==> config.mk <==
export PLATFORM = sky130hd
export DESIGN_NAME = pc_sequencer
export DESIGN_NICKNAME = d
export VERILOG_FILES = /design/src/rtl/pc_seq_pkg.sv /design/src/rtl/pc_incrementer.sv /design/src/rtl/pc_sequencer.sv
export SDC_FILE = /design/constraint.sdc
export NUM_CORES = 1
export LEC_CHECK = 0
export BUFFER_PORTS_ARGS = -buffer_cell sky130_fd_sc_hd__buf_2
export CAP_MARGIN = 20
export CORE_ASPECT_RATIO = 1.1
export CORE_MARGIN = 2
export CORE_UTILIZATION = 25
export CTS_BUF_LIST = sky130_fd_sc_hd__clkbuf_4 sky130_fd_sc_hd__clkbuf_8 sky130_fd_sc_hd__clkbuf_16
export DETAILED_ROUTE_END_ITERATION = 16
export PLACE_DENSITY = 0.43
export SYNTH_ARGS = -nofsm -noshare
export SYNTH_HDL_FRONTEND = slang
export SYNTH_SLANG_ARGS = --single-unit
==> constraint.sdc <==
create_clock -name clock -period 1.9 [get_ports clock]
set_input_delay 0.19 -clock clock [delete_from_list [all_inputs] [get_ports clock]]
set_output_delay 0.19 -clock clock [all_outputs]
set_load 0.02 [all_outputs]
==> src/rtl/pc_seq_pkg.sv <==
// Shared types and constants for the program-counter sequencer.
// The optional misaligned-redirect trap is enabled by defining MISALIGN_TRAP_EN.
package pc_seq_pkg;

  // Fetch sequencer state encoding
  typedef enum logic [1:0] {
    ST_BOOT  = 2'd0,
    ST_FETCH = 2'd1,
    ST_HOLD  = 2'd2
  } state_e;

  localparam int unsigned INSTR_BYTES      = 4;
  localparam logic [31:0] DEF_RESET_VECTOR = 32'h0000_0000;
  localparam logic [31:0] DEF_TRAP_VECTOR  = 32'h0000_0100;

  // A redirect target is misaligned when it is not on a 4-byte boundary
  function automatic logic is_misaligned(input logic [1:0] lsb);
    return (lsb != 2'b00);
  endfunction

endpackage

==> src/rtl/pc_incrementer.sv <==
// Sequential next-PC adder: pc + INSTR_BYTES, wrapping modulo 2^XLEN.
module pc_incrementer
  import pc_seq_pkg::*;
#(
  parameter int unsigned XLEN = 32
) (
  input  logic [XLEN-1:0] pc_i,
  output logic [XLEN-1:0] pc_next_o
);

  // Carry out of the top bit is dropped so 0xFFFF_FFFC rolls over to 0
  assign pc_next_o = pc_i + XLEN'(INSTR_BYTES);

endmodule

==> src/rtl/pc_sequencer.sv <==
// Program counter and instruction-fetch sequencer.
// Owns the PC, runs the imem request handshake and presents {pc, instr, valid} to decode.
// Define MISALIGN_TRAP_EN to redirect misaligned targets to TRAP_VECTOR and pulse fetch_fault.
//
//  state    | meaning
//  ---------+------------------------------------------------------------
//  ST_BOOT  | one idle cycle after reset release
//  ST_FETCH | imem_req high at pc; waits for imem_ready, absorbs redirects
//  ST_HOLD  | instruction presented to decode; waits for !stall or redirect
module pc_sequencer
  import pc_seq_pkg::*;
#(
  parameter int unsigned     XLEN         = 32,
  parameter logic [XLEN-1:0] RESET_VECTOR = XLEN'(DEF_RESET_VECTOR),
  parameter logic [XLEN-1:0] TRAP_VECTOR  = XLEN'(DEF_TRAP_VECTOR)
) (
  input  logic            clock,
  input  logic            reset_n,
  input  logic            stall,
  input  logic            redirect_valid,
  input  logic [XLEN-1:0] redirect_target,
  output logic            imem_req,
  output logic [XLEN-1:0] imem_addr,
  input  logic            imem_ready,
  input  logic [31:0]     imem_rdata,
  output logic [XLEN-1:0] if_pc,
  output logic [31:0]     if_instr,
  output logic            if_valid,
  output logic            fetch_fault
);

  state_e          state_q;
  logic [XLEN-1:0] pc_q;
  logic            imem_req_q;
  logic [XLEN-1:0] if_pc_q;
  logic [31:0]     if_instr_q;
  logic            if_valid_q;
  logic            fetch_fault_q;
  logic            redirect_pend_q;
  logic [XLEN-1:0] redirect_tgt_q;

  logic [XLEN-1:0] pc_plus4;
  logic [XLEN-1:0] redir_raw;
  logic [XLEN-1:0] redir_pc_d;
  logic            trap_d;
  logic            redir_now;

  pc_incrementer #(.XLEN(XLEN)) u_inc (
    .pc_i      (pc_q),
    .pc_next_o (pc_plus4)
  );

  // A redirect in this cycle overrides any older pending one (latest wins)
  assign redir_raw = redirect_valid ? redirect_target : redirect_tgt_q;
  assign redir_now = redirect_valid | redirect_pend_q;

  // Resolve the PC a redirect actually loads, applying the alignment trap when enabled
  always_comb begin
    redir_pc_d = redir_raw;
    trap_d     = 1'b0;
`ifdef MISALIGN_TRAP_EN
    if (is_misaligned(redir_raw[1:0])) begin
      redir_pc_d = TRAP_VECTOR;
      trap_d     = 1'b1;
    end
`endif
  end

  // Fetch FSM with all outputs registered
  always_ff @(posedge clock or negedge reset_n) begin
    if (!reset_n) begin
      state_q         <= ST_BOOT;
      pc_q            <= RESET_VECTOR;
      imem_req_q      <= 1'b0;
      if_pc_q         <= '0;
      if_instr_q      <= '0;
      if_valid_q      <= 1'b0;
      fetch_fault_q   <= 1'b0;
      redirect_pend_q <= 1'b0;
      redirect_tgt_q  <= '0;
    end else begin
      fetch_fault_q <= 1'b0;
      case (state_q)
        ST_BOOT: begin
          state_q    <= ST_FETCH;
          imem_req_q <= 1'b1;
        end
        ST_FETCH: begin
          if (imem_ready) begin
            if (redir_now) begin
              // Returned word belongs to the abandoned path; reissue at the new PC
              pc_q            <= redir_pc_d;
              fetch_fault_q   <= trap_d;
              redirect_pend_q <= 1'b0;
            end else begin
              if_instr_q <= imem_rdata;
              if_pc_q    <= pc_q;
              if_valid_q <= 1'b1;
              imem_req_q <= 1'b0;
              state_q    <= ST_HOLD;
            end
          end else if (redirect_valid) begin
            // Request must stay stable at the old address until memory completes it
            redirect_pend_q <= 1'b1;
            redirect_tgt_q  <= redirect_target;
          end
        end
        ST_HOLD: begin
          if (redirect_valid) begin
            if_valid_q    <= 1'b0;
            pc_q          <= redir_pc_d;
            fetch_fault_q <= trap_d;
            imem_req_q    <= 1'b1;
            state_q       <= ST_FETCH;
          end else if (!stall) begin
            if_valid_q <= 1'b0;
            pc_q       <= pc_plus4;
            imem_req_q <= 1'b1;
            state_q    <= ST_FETCH;
          end
        end
        default: begin
          state_q    <= ST_BOOT;
          imem_req_q <= 1'b0;
          if_valid_q <= 1'b0;
        end
      endcase
    end
  end

  assign imem_req    = imem_req_q;
  assign imem_addr   = pc_q;
  assign if_pc       = if_pc_q;
  assign if_instr    = if_instr_q;
  assign if_valid    = if_valid_q;
  assign fetch_fault = fetch_fault_q;

endmodule

Word level (Yosys, flattened, before mapping):

Index checks and enable logic that the tools add are counted.

* word-level logic and storage cells: 53
* output and inout bits: 99
* register bits: 133
* input port bits: 69

* $add $sub $neg: 1
* reduce and logical (&&, ||, !) cells: 9
* equal/unequal tests: 7
* bitwise operators: 4
* muxes and demuxes: 24

Operators with widths (number)
* 2-to-1 mux 32 bit: 5
* one-hot mux 32 bit (2 select lines): 1
* adder 32 x 3 -> 32 bit, second input constant: 1
* 2-to-1 mux 1 bit: 11
* AND reduction 3 bit: 3
* 2-to-1 mux 2 bit: 4
* AND reduction 4 bit: 2
* inequality test 2 bit, second input constant: 3
* one-hot mux 1 bit (3 select lines): 2
* one-hot mux 2 bit (3 select lines): 1
* nonzero test 2 bit: 2
* inequality test 3 bit, second input constant: 1
* NOT 1 bit: 3
* == test 2 x 1 -> 1 bit, second input constant: 1
* == test 2 bit, second input constant: 1
* zero test 2 bit: 1
* inequality test 2 x 1 -> 1 bit, second input constant: 1
* AND reduction 2 bit: 1
* bitwise OR 1 bit: 1

Logic depth before layout (Yosys ltp):

Gate-level depths: netlist (run 1).

* depth in word-level cells: 4
* gate-level depth with buffers: 8
* gate-level depth less buffers: 6

Modules after synthesis:

Synthesis (run 1) repeated with hierarchy kept, for this count alone.

* cell total of the unflattened synthesis: 492
* area, all modules: 6815.3 um^2

Modules (own cells, without submodules)
* pc_sequencer: area each 6234.7 um^2, sequential area each 3328.2 um^2, cells an instance 409, instances 1
* pc_incrementer: area each 580.6 um^2, sequential area each 0.0 um^2, cells an instance 83, instances 1

Worst setup path after synthesis (run 1):

No wires, ideal clock.

* path type: flip-flop to flip-flop
* start point: reg pc_q[2], in the netlist imem_addr[2]
* end point: reg pc_q[28], in the netlist imem_addr[28]
* buffers on the path: 0
* clock period less this slack: 2.018 ns
* setup slack: -0.118 ns
* stages on the path, launching flop included: 7
* data required time: 1.799 ns
* arrival: 1.918 ns
* setup time: 0.101 ns
* cell sequence: dfrtp_1 -> ha_1 -> nand2_1 -> nor4_4 -> nand4_4 -> or2_0 -> o311ai_2

* longest elaborated chain between the ends: 4

RTL lines
* start, declared: RTL line pc_sequencer.sv:33 `logic [XLEN-1:0] pc_q;`
* start signal, assigned: RTL line pc_sequencer.sv:92 `pc_q <= redir_pc_d;`
* start signal, assigned: RTL line pc_sequencer.sv:111 `pc_q <= redir_pc_d;`
* start signal, assigned: RTL line pc_sequencer.sv:117 `pc_q <= pc_plus4;`
* adder 32 x 3 -> 32 bit: RTL line pc_incrementer.sv:12 `assign pc_next_o = pc_i + XLEN'(INSTR_BYTES);`
* 2-to-1 mux 32 bit: RTL line pc_sequencer.sv:115 `end else if (!stall) begin`
* 2-to-1 mux 32 bit: RTL line pc_sequencer.sv:109 `if (redirect_valid) begin`
* one-hot mux 32 bit (2 select lines): RTL line pc_sequencer.sv:83 `case (state_q)`

No other way between the ends. The select of a mux whose other input is x is not followed.
A chain may end at the register's enable or synchronous reset.

Worst setup path in the final report (run 1):

* start point: reg pc_q[13], in the netlist imem_addr[13]
* end point: reg pc_q[31], in the netlist imem_addr[31]

Same word-level chain as after synthesis.

==> results of run 1 <==
[cells by family after synthesis]
kind of cell	count (synthesis)
adders and majority gates	1
muxes	101
buffers and inverters	44
DFF	132
AOI/OAI and AO/OA	121
and+or+nand+nor	154
other	1
[where the power goes]
group	total (mW)	internal, mW	switching (mW)
Clock	3.38	2.09	1.29
Combinational	5.64	2.49	3.15
Sequential	5.02	4.12	0.895
Total	14.0	8.70	5.34
[registers in the layout, indices dropped and copies added, names as in the netlist]
signal / cells
state_q: 1
if_valid: 1
imem_addr: 32
redirect_pend_q: 1
if_instr: 32
imem_req: 1
if_pc: 32
redirect_tgt_q: 32
[final timing paths]
kind,start,end,cells past startpoint
min in group asynchronous,reset_n,if_pc[21],3
worst max-delay path,imem_addr[13],imem_addr[31],6
worst min register to register,redirect_tgt_q[0],redirect_tgt_q[0],1
worst max register to register,imem_addr[13],imem_addr[31],6
worst min-delay path,redirect_target[26],redirect_tgt_q[26],2
max in group asynchronous,reset_n,imem_addr[3],3
[cells in the final DEF, fill, tap and decap left out, drive strengths merged, types with 4 or more instances in the layout]
master / netlist / routed
o21ai: 52 / 52
buf: 14 / 227
and3: 10 / 10
dlygate4sd3: 0 / 46
mux2i: 5 / 5
clkinv: 0 / 6
o22ai: 6 / 6
nand3: 15 / 15
a21oi: 33 / 33
nand2: 56 / 56
nor2: 27 / 27
inv: 10 / 11
and2: 4 / 4
clkbuf: 20 / 18
nand4: 11 / 11
nor3: 8 / 8
a31oi: 8 / 8
o211ai: 5 / 5
dfrtp: 132 / 132
mux2: 96 / 96
[critical path: cells and delay by family (launching register included)]
family | cells | cell delay, ns
flops | 1 | 0.39
compound gates | 1 | 0.37
simple gates | 4 | 0.75
buf+inv | 1 | 0.18
[cell type report]
class,instances,area (µm²)
tap,310,388
fill,2435,15400
inverter,10,37.5
timing repair buffer,273,1820
antenna,3,7.51
multi-input combinational,378,2730
sequential,132,3320
clock inverter,13,159
clock buffer,18,439
[stage by stage]
| step | hold WS, ns | setup TNS [ns] | instances |
|---|---|---|---|
| after global placement | 0.216 | 0 | 1051 |
| after global routing | 0.00626 | -0.0159 | 1135 |
| after CTS | 0.0000102 | 0 | 1130 |
| after detailed placement | 0.223 | 0 | 1051 |
| final | 0.0199 | 0 | 1137 |
| after floorplan | -0.106 | -0.0559 | 554 |
[what timing repair did]
item                                    4_1_cts  5_1_grt
resized for setup                             0        5
pin swaps                                     0        2
endpoints found under the setup margin        1       28
endpoints found under the hold margin       177        0
hold buffers                                 46        0
buffers inserted                              2        4
[metal layers]
metal / track usage (%) / part of all wire [%]
met2: 24.7 / 50
met4: 4.71 / 1.6
met1: 17.3 / 43
met3: 4.28 / 5.9
met5: 0 / 0.055
==> metrics, run 1 <==
Worst EP arrival roughly 2.1 ns; Final setup viols 0; FF-to-FF setup slack 0.09 ns; Clock Tree Root clkbuf_16; Max H-tree Level 4; clock-pin slew on the worst setup and hold paths 0.06 ns; Post-Synth Simple-Gate Area 13.3%; Critical Path, Cell by Cell nand4_4 -> nor4_2 -> buf_4 -> nand4b_1 -> and3_1 -> a2111o_1; RSZ-0062 raised after global routing true; initial antenna violation count 3; Worst Hold Class input pin to flop; post-place instance area roughly 7800 µm²; CORE AREA 24300 µm²; sequential area share after synthesis between 50 and 60%; final core occ 36.6%; initial core utilization around 25%; Area contributors post-synth dfrtp_1 54%, mux2_2 18%, o21ai_0 4.0%; compound-gate portion of the synthesized area around 11%; Nets 882; most common cell in the netlist dfrtp_1; mux cell area share after synthesis between 10% and 20%; asr flop ratio synth between 90% and 100%; CP Capture Type flop; CP Launch Type flop; Yosys reg bits approximately 130; Buffers on Ports 166; Pwr per Cell Area 1580 nW/µm²; post-synthesis adder-cell area fraction 0.203%; top cells by count, synth 132 x dfrtp_1, 96 x mux2_2, 55 x nand2_1; vias in the first global route roughly 5600; Vias roughly 5300; Mapped Cells between 500 and 600; status finished, final reports clean; DR WL/cell 16.1 µm; clock sink total approximately 130; Die Wd 154 µm; 1st-iter DRT viols 314; period utilization roughly 95%; final worst slack a little over 0.09 ns; Post-synth EDFFs 0; post-DP HPWL ~13 mm; clk_skew approximately 0.008 ns; Max Freq 554 MHz; largest net degree at the start of global routing 74; Avg Inst Size Synth about 11 µm²; Residual DRC 0; VDD IR-drop max around 610 µV; top cell type's share of synthesized area a little over half; Final Wtd Congestion around 0.81; area leader, netlist dfrtp_1; yosys warns 0; syn_nets about 620; Final Max Tran Viols 0; final wirelength 18.3 mm; fin crit period approximately 1.8 ns; largest family of logic cells by synthesized area multiplexers; library cells used by synthesis 55; via/cell ratio about 4.7; first-pass GRT wire length just under 30 mm; total CTS buffers 17; Top FF cell, synth dfrtp_1; Max stage delay on crit path roughly 0.39 ns; clock tree buffer depth 2; Clk Latency, worst-skew pair roughly 0.42 ns; final hold violation count 0; drt first pass iters 4; Tot GR Track Use roughly 14%; Pwr Total between 10 and 15 mW; Site Rows 60; Max-cap violations 0; crit path max fanout 3; die extent in y 169 µm; Crit Path Category flop to flop; layout cells sized above 1 a little under half; Synth Area in XOR/XNOR 0%; CTS tree built; I/O Pins 168; post-route design area roughly 8900 µm²; Routed Antenna Nets 0; P_leak between 4 and 5 nW; Die ar. around 26000 µm²; pre-CTS setup slack between 0.015 and 0.02 ns; Area Overhead vs Synth 44.4%; gr ovfl total 0; synthesized cell area 6160 µm²; critical path's slowest cell dfrtp_1; Critical Path RT 2.20 ns
(Power assumes the default switching activity.)
==> run 2: changes to the inputs <==
- ABC_AREA: default -> 1
- CELL_PAD_IN_SITES_DETAIL_PLACEMENT: default -> 0
- CELL_PAD_IN_SITES_GLOBAL_PLACEMENT: default -> 1
- HOLD_SLACK_MARGIN: default -> 0.08
- PLACE_DENSITY: 0.43 -> 0.55
==> run 2 against run 1 <==
Cell area shrank 0.13%. Non-clock buffer count shrank 46. Fmax grew 6.9%. Area after synthesis grew 5.6%. Sequential power grew 3%. Routed wire length grew 14%. Largest cell class unchanged. Largest power group unchanged. Critical endpoint is now imem_addr[30]. Die area grew 5.5%. Sequential share of layout area shrank 0.11 points. Utilization shrank 1.6 points. Clock skew grew 0.0055 ns.
==> metrics, run 2 <==
Routed Antenna Nets 0 (unchanged); Reg-to-Reg End imem_addr[30] (was imem_addr[31]); fin crit period 1.69 ns (was 1.81 ns); final hold violation count 0 (unchanged); Mapped Cells 776 (was 554); final wirelength 20.8 mm (was 18.3 mm); status finished, final reports clean (unchanged); R2R depth 7 (was 6); number of post-CTS setup repair buffers 0 (was 2); CP Launch Type flop (unchanged); Post-Layout Cell Count 1344 (was 1137); Tot GR Track Use 15.6% (was 14.4%); Avg Inst Size Synth 8.38 µm² (was 11.1 µm²); Worst EP arrival 1.99 ns (was 2.11 ns); clock tree buffer depth 2 (unchanged); asr flop ratio synth 100% (unchanged); top cell type's share of synthesized area 50.8% (was 53.6%); commonest non-fill, non-tap cell in the layout nand2_1 (was buf_2); drt first pass iters 5 (was 4); Vias 5900 (was 5311); area of the multi-input gates 2830 µm² (was 2730 µm²); top cells by count, synth 202 x nand2_1, 132 x dfrtp_1, 85 x nor2_1 (was 132 x dfrtp_1, 96 x mux2_2, 55 x nand2_1); largest family of logic cells by synthesized area simple AND/OR/NAND/NOR gates (was multiplexers); CORE AREA 25400 µm² (was 24300 µm²); Flop pwr share 34.9% (was 35.7%); first-pass GRT wire length 33.0 mm (was 29.4 mm); Post-synth EDFFs 0 (unchanged); Antenna Cells 0 (was 3); critical path launch point state_q[1] (was imem_addr[13]); RR Startpoint state_q[1] (was imem_addr[13]); Residual DRC 0 (unchanged); initial core utilization 25.6% (was 25.3%); Yosys reg bits 132 (unchanged); Pwr per Cell Area 1670 nW/µm² (was 1580 nW/µm²); clk_skew 0.0135 ns (was 0.00802 ns); final hold slack 0.126 ns (was 0.0199 ns); commonest cells after routing, fill and taps aside 201 x nand2_1, 165 x buf_2, 132 x dfrtp_1, 84 x nor2_1, 82 x o21ai_0 (was 165 x buf_2, 121 x dfrtp_1, 96 x mux2_2, 55 x buf_4, 54 x nand2_1); clock sink total 132 (unchanged); area leader, netlist dfrtp_1 (unchanged); Switching Power 6.39 mW (was 5.34 mW); Nets 1055 (was 882); VDD IR-drop max 503 µV (was 607 µV); mux cell area share after synthesis 6.06% (was 18.4%); Switching Fraction 43.0% (was 38.0%); CP endpoint imem_addr[30] (was imem_addr[31]); CTS tree built (unchanged); clock power share 23.4% (was 24.1%); sequential area share after synthesis 50.8% (was 53.6%); layout cells sized above 1 29.4% (was 46.0%); Area contributors post-synth dfrtp_1 51%, nand2_1 12%, o21ai_0 6.3% (was dfrtp_1 54%, mux2_2 18%, o21ai_0 4.0%); RSZ-0062 raised after global routing false (was true); total CTS buffers 17 (unchanged); Final setup viols 0 (unchanged); sequential cell area 3300 µm² (was 3320 µm²); combinational share of power 41.8% (was 40.2%); Synth Area in XOR/XNOR 0% (unchanged); largest net degree at the start of global routing 59 (was 74); clock-pin slew on the worst setup and hold paths 0.07 ns (was 0.06 ns); Die Wd 158 µm (was 154 µm); Buffers on Ports 166 (unchanged); die extent in y 173 µm (was 169 µm); Max H-tree Level 4 (unchanged); via/cell ratio 4.39 (was 4.67); Max Freq 592 MHz (was 554 MHz); syn_nets 846 (was 624); most common cell in the netlist nand2_1 (was dfrtp_1); Area Overhead vs Synth 36.6% (was 44.4%); Setup TNS Final 0 ns (unchanged); FF-to-FF setup slack 0.21 ns (was 0.09 ns); initial antenna violation count 0 (was 3); Critical Path RT 2.20 ns (about the same); Clock Tree Root clkbuf_16 (unchanged); synthesized cell area 6510 µm² (was 6160 µm²); post-DP HPWL 15.3 mm (was 13.1 mm); period utilization 88.9% (was 95.1%); DR WL/cell 15.5 µm (was 16.1 µm); P_leak 4.28 nW (was 4.12 nW); final core occ 35.0% (was 36.6%); compound-gate portion of the synthesized area 14.7% (was 11.5%); fill count 2688 (was 2435); Crit Path Category flop to flop (unchanged); I/O Pins 168 (unchanged); Final Max Tran Viols 0 (unchanged); Max-cap violations 0 (unchanged); CP Capture Type flop (unchanged); Clk Latency, worst-skew pair 0.43 ns (was 0.42 ns); gr ovfl total 0 (unchanged); yosys warns 0 (unchanged); vias in the first global route 5842 (was 5570); Final Wtd Congestion 0.812 (was 0.811); Post-Place Cells 1278 (was 1051); crit path max fanout 20 (was 3); Post-Synth Simple-Gate Area 22.2% (was 13.3%); Site Rows 61 (was 60); 1st-iter DRT viols 290 (was 314); library cells used by synthesis 35 (was 55); Worst Hold Class input pin to flop (unchanged); Top FF cell, synth dfrtp_1 (unchanged); post-synthesis adder-cell area fraction 0.192% (was 0.203%); Pint 8.47 mW (was 8.70 mW); Die ar. 27300 µm² (was 25900 µm²)
run 2: changes by cell type in the layout (fill, tap and decap cells not counted), sizes merged, moves of 12 or more:
cell	before	now
inv	11	66
nor2	27	92
o21ai	52	90
buf	227	193
dlygate4sd3	46	34
mux2	96	35
nand2	56	204
nand3	15	46
run 2: final cells by class:
cell class / count / area share [%]
tap: 346 / 4.87
sequential: 132 / 37.2
clock buffer: 17 / 4.79
inverter: 55 / 2.35
multi-input combinational: 552 / 31.9
clock inverter: 15 / 2.11
timing repair buffer: 227 / 16.8
run 2: per-stage QoR:
step                cell area, µm²  setup WS, ns  total power [mW]
finish                        8880         0.211              14.9
detailed placement            7920         0.162              11.5
floorplan                     6510         0.261              9.05
CTS                           8870         0.138              15.1
global placement              7920         0.200              11.4
global route                  8880        0.0401              15.9
run 2: critical path, cell delays in order (launching register included):
cell	delay [ns]
dfrtp_1	0.44
nor2_4	0.21
o21ai_0	0.14
nand2_1	0.09
nand3_2	0.11
buf_12	0.18
nor2_1	0.28
a21oi_2	0.09
run 2: routing by layer:
layer / up-vias / wire, µm / GRT usage (%)
met5: - / 0 / 0
met4: 0 / 393 / 4.89
met2: 136 / 9340 / 24.0
met3: 19 / 828 / 3.43
li1: 2969 / - / -
met1: 2776 / 10300 / 21.8
run 2: how the worst min path moves through the flow:
stage	start	endpoint	slack, ns	cells after the start
floorplan	reset_n	if_instr[0]	-0.11	0
global placement	reset_n	if_pc[30]	0.18	1
detailed placement	reset_n	if_pc[30]	0.18	1
CTS	redirect_target[27]	redirect_tgt_q[27]	0.11	4
global route	redirect_target[22]	redirect_tgt_q[22]	0.13	4
finish	redirect_target[27]	redirect_tgt_q[27]	0.13	4
run 2: power by group through the flow:
stage	registers, mW	logic (mW)	clock network [mW]
3_3_place_gp	5.20	6.22	0
4_1_cts	5.19	6.30	3.59
2_1_floorplan	6.29	2.76	0
3_5_place_dp	5.24	6.23	0
6_report	5.18	6.20	3.47
5_1_grt	5.38	6.87	3.70
run 2: repair_timing:
item,CTS,global route
setup endpoints to repair,0,6
resized for setup,0,4
hold endpoints to repair,75,0
hold buffers,34,0
run 2: cell families after synthesis:
group / after synthesis
simple gates: 350
compound gates: 165
flops: 132
buf+inv: 92
mux: 35
fa+ha+maj: 1
other cells: 1
==> run 3: changes to the inputs <==
==> constraint.sdc (replaced) <==
create_clock -name clock -period 1.9 [get_ports clock]
set_input_delay 0.095 -clock clock [delete_from_list [all_inputs] [get_ports clock]]
set_output_delay 0.095 -clock clock [all_outputs]
set_load 0.02 [all_outputs]
==> run 3 against run 2 <==
Clock skew rose by 0.0038 ns. Combinational power barely moved. Flip-flop and latch count is the same. Critical path type unchanged. Critical endpoint is now imem_addr[26]. Largest cell class unchanged. Highest routed layer unchanged.
==> metrics, run 3 (synthesized netlist as in run 2, its figures left out) <==
commonest cells after routing, fill and taps aside 201 x nand2_1, 165 x buf_2, 132 x dfrtp_1, 85 x nor2_1, 82 x o21ai_0 (was 201 x nand2_1, 165 x buf_2, 132 x dfrtp_1, 84 x nor2_1, 82 x o21ai_0); Worst EP arrival 2.04 ns (was 1.99 ns); layout cells sized above 1 28.6% (was 29.4%); clock tree buffer depth 2 (unchanged); period utilization 91.7% (was 88.9%); Final setup viols 0 (unchanged); Residual DRC 0 (unchanged); 1st-iter DRT viols 258 (was 290); CP Capture Type flop (unchanged); RSZ-0062 raised after global routing false (unchanged); status finished, final reports clean (unchanged); crit path buf inv count 1 (unchanged); critical path's slowest cell dfrtp_1 (unchanged); I/O Pins 168 (unchanged); CORE AREA 25400 µm² (unchanged); via/cell ratio 4.33 (was 4.39); Die Wd 158 µm (unchanged); Nets 1070 (was 1055); Setup TNS Final 0 ns (unchanged); clk_skew 0.0173 ns (was 0.0135 ns); Crit Path Category flop to flop (unchanged); Worst Hold Depth 5 (was 4); Pwr per Cell Area 1650 nW/µm² (was 1670 nW/µm²); total CTS buffers 17 (unchanged); first-pass GRT wire length 32.8 mm (was 33.0 mm); CP top delay family simple AND/OR/NAND/NOR gates (unchanged); Site Rows 61 (unchanged); CP Launch Type flop (unchanged); clock sink total 132 (unchanged); fill count 2693 (was 2688); critical path depth 7 (unchanged); Clk Latency, worst-skew pair 0.44 ns (was 0.43 ns); die extent in y 173 µm (unchanged); fin crit period 1.74 ns (was 1.69 ns); DR WL/cell 15.2 µm (was 15.5 µm); Max Freq 574 MHz (was 592 MHz); P_leak 4.32 nW (was 4.28 nW); Critical Path, Cell by Cell nor2_4 -> o21ai_0 -> nand2_1 -> nand3_2 -> buf_12 -> nor2_1 -> a21oi_2 (unchanged); Routed Antenna Nets 0 (unchanged); Area Overhead vs Synth 38.0% (was 36.6%); Vias 5879 (was 5900); final core occ 35.3% (was 35.0%); initial antenna violation count 0 (unchanged); Final Max Tran Viols 0 (unchanged); Buffers on Ports 166 (unchanged); Worst Hold Class input pin to flop (unchanged); Max stage delay on crit path 0.45 ns (was 0.44 ns); R2R depth 7 (unchanged); drt first pass iters 5 (unchanged); vias in the first global route 5759 (was 5842); Critical Path RT 2.20 ns (about the same); crit path max fanout 21 (was 20); Max-cap violations 0 (unchanged); Die ar. 27300 µm² (unchanged); post-DP HPWL 15.2 mm (was 15.3 mm); commonest non-fill, non-tap cell in the layout nand2_1 (unchanged); final wirelength 20.7 mm (was 20.8 mm); gr ovfl total 0 (unchanged); number of post-CTS setup repair buffers 0 (unchanged); Tot GR Track Use 15.6% (about the same); largest net degree at the start of global routing 96 (was 59); final hold violation count 0 (unchanged); CTS tree built (unchanged); clock-pin slew on the worst setup and hold paths 0.07 ns (about the same); Antenna Cells 0 (unchanged); Final Wtd Congestion 0.803 (was 0.812); Max H-tree Level 4 (unchanged); Clock Tree Root clkbuf_16 (unchanged); VDD IR-drop max 470 µV (was 503 µV); initial core utilization 25.6% (unchanged)
[run 3: worst register-to-register path, delay by kind of cell, from the launching register on]
kind                   cells  cell delay (ns)
and+or+nand+nor            4             0.72
DFF                        1             0.45
AOI/OAI and AO/OA          2             0.26
buffers and inverters      1             0.19
[run 3: worst paths after layout]
| kind | endpoint | startpoint | slack [ns] |
|---|---|---|---|
| setup / recovery | imem_addr[26] | state_q[1] | 0.16 |
| hold / removal | redirect_tgt_q[6] | redirect_target[6] | 0.08 |
| setup reg to reg | imem_addr[26] | state_q[1] | 0.16 |
| hold reg to reg | redirect_tgt_q[21] | redirect_tgt_q[21] | 0.48 |
| max in group asynchronous | if_instr[4] | reset_n | 1.06 |
| min in group asynchronous | if_pc[29] | reset_n | 0.10 |
[run 3: what timing repair did]
action | CTS | global route
resized for setup | 0 | 2
hold buffers | 51 | 0
setup endpoints to repair | 0 | 7
endpoints found under the hold margin | 185 | 0
[run 3: area by class of cell]
type                            count  area, µm²  area share (%)
Timing Repair Buffer              242       1600            17.8
Sequential cell                   132       3300            36.8
Clock inverter                     15        185            2.06
Clock buffer                       17        425            4.74
Multi-Input combinational cell    552       2830            31.5
Tap cell                          346        433            4.82
Inverter                           55        209            2.33
[run 3: stage by stage]
step	worst slack (ns)	cells	hold WS (ns)	power [mW]	instance area, µm²
2_1_floorplan	0.261	776	-0.201	9.05	6510
4_1_cts	0.144	1359	0.0802	15.0	8970
5_1_grt	0.0146	1359	0.123	16.0	8980
3_3_place_gp	0.199	1276	-0.0186	11.4	7850
6_report	0.158	1359	0.0796	14.8	8980
3_5_place_dp	0.142	1276	-0.0160	11.4	7850
[run 3: where the power goes]
group          internal [mW]  switching, mW  leakage, nW  total, mW
clock                   2.01           1.46        0.305       3.47
sequential              4.18          0.971         1.60       5.15
combinational           2.26           3.92         2.42       6.19
[run 3: per-layer routing]
layer | GRT usage [%] | vias to the layer above | wire (µm)
met5 | 0 | - | 0
met4 | 4.43 | 0 | 238
met3 | 3.01 | 16 | 915
met2 | 23.8 | 137 | 9260
met1 | 22.3 | 2727 | 10300
li1 | - | 2999 | -
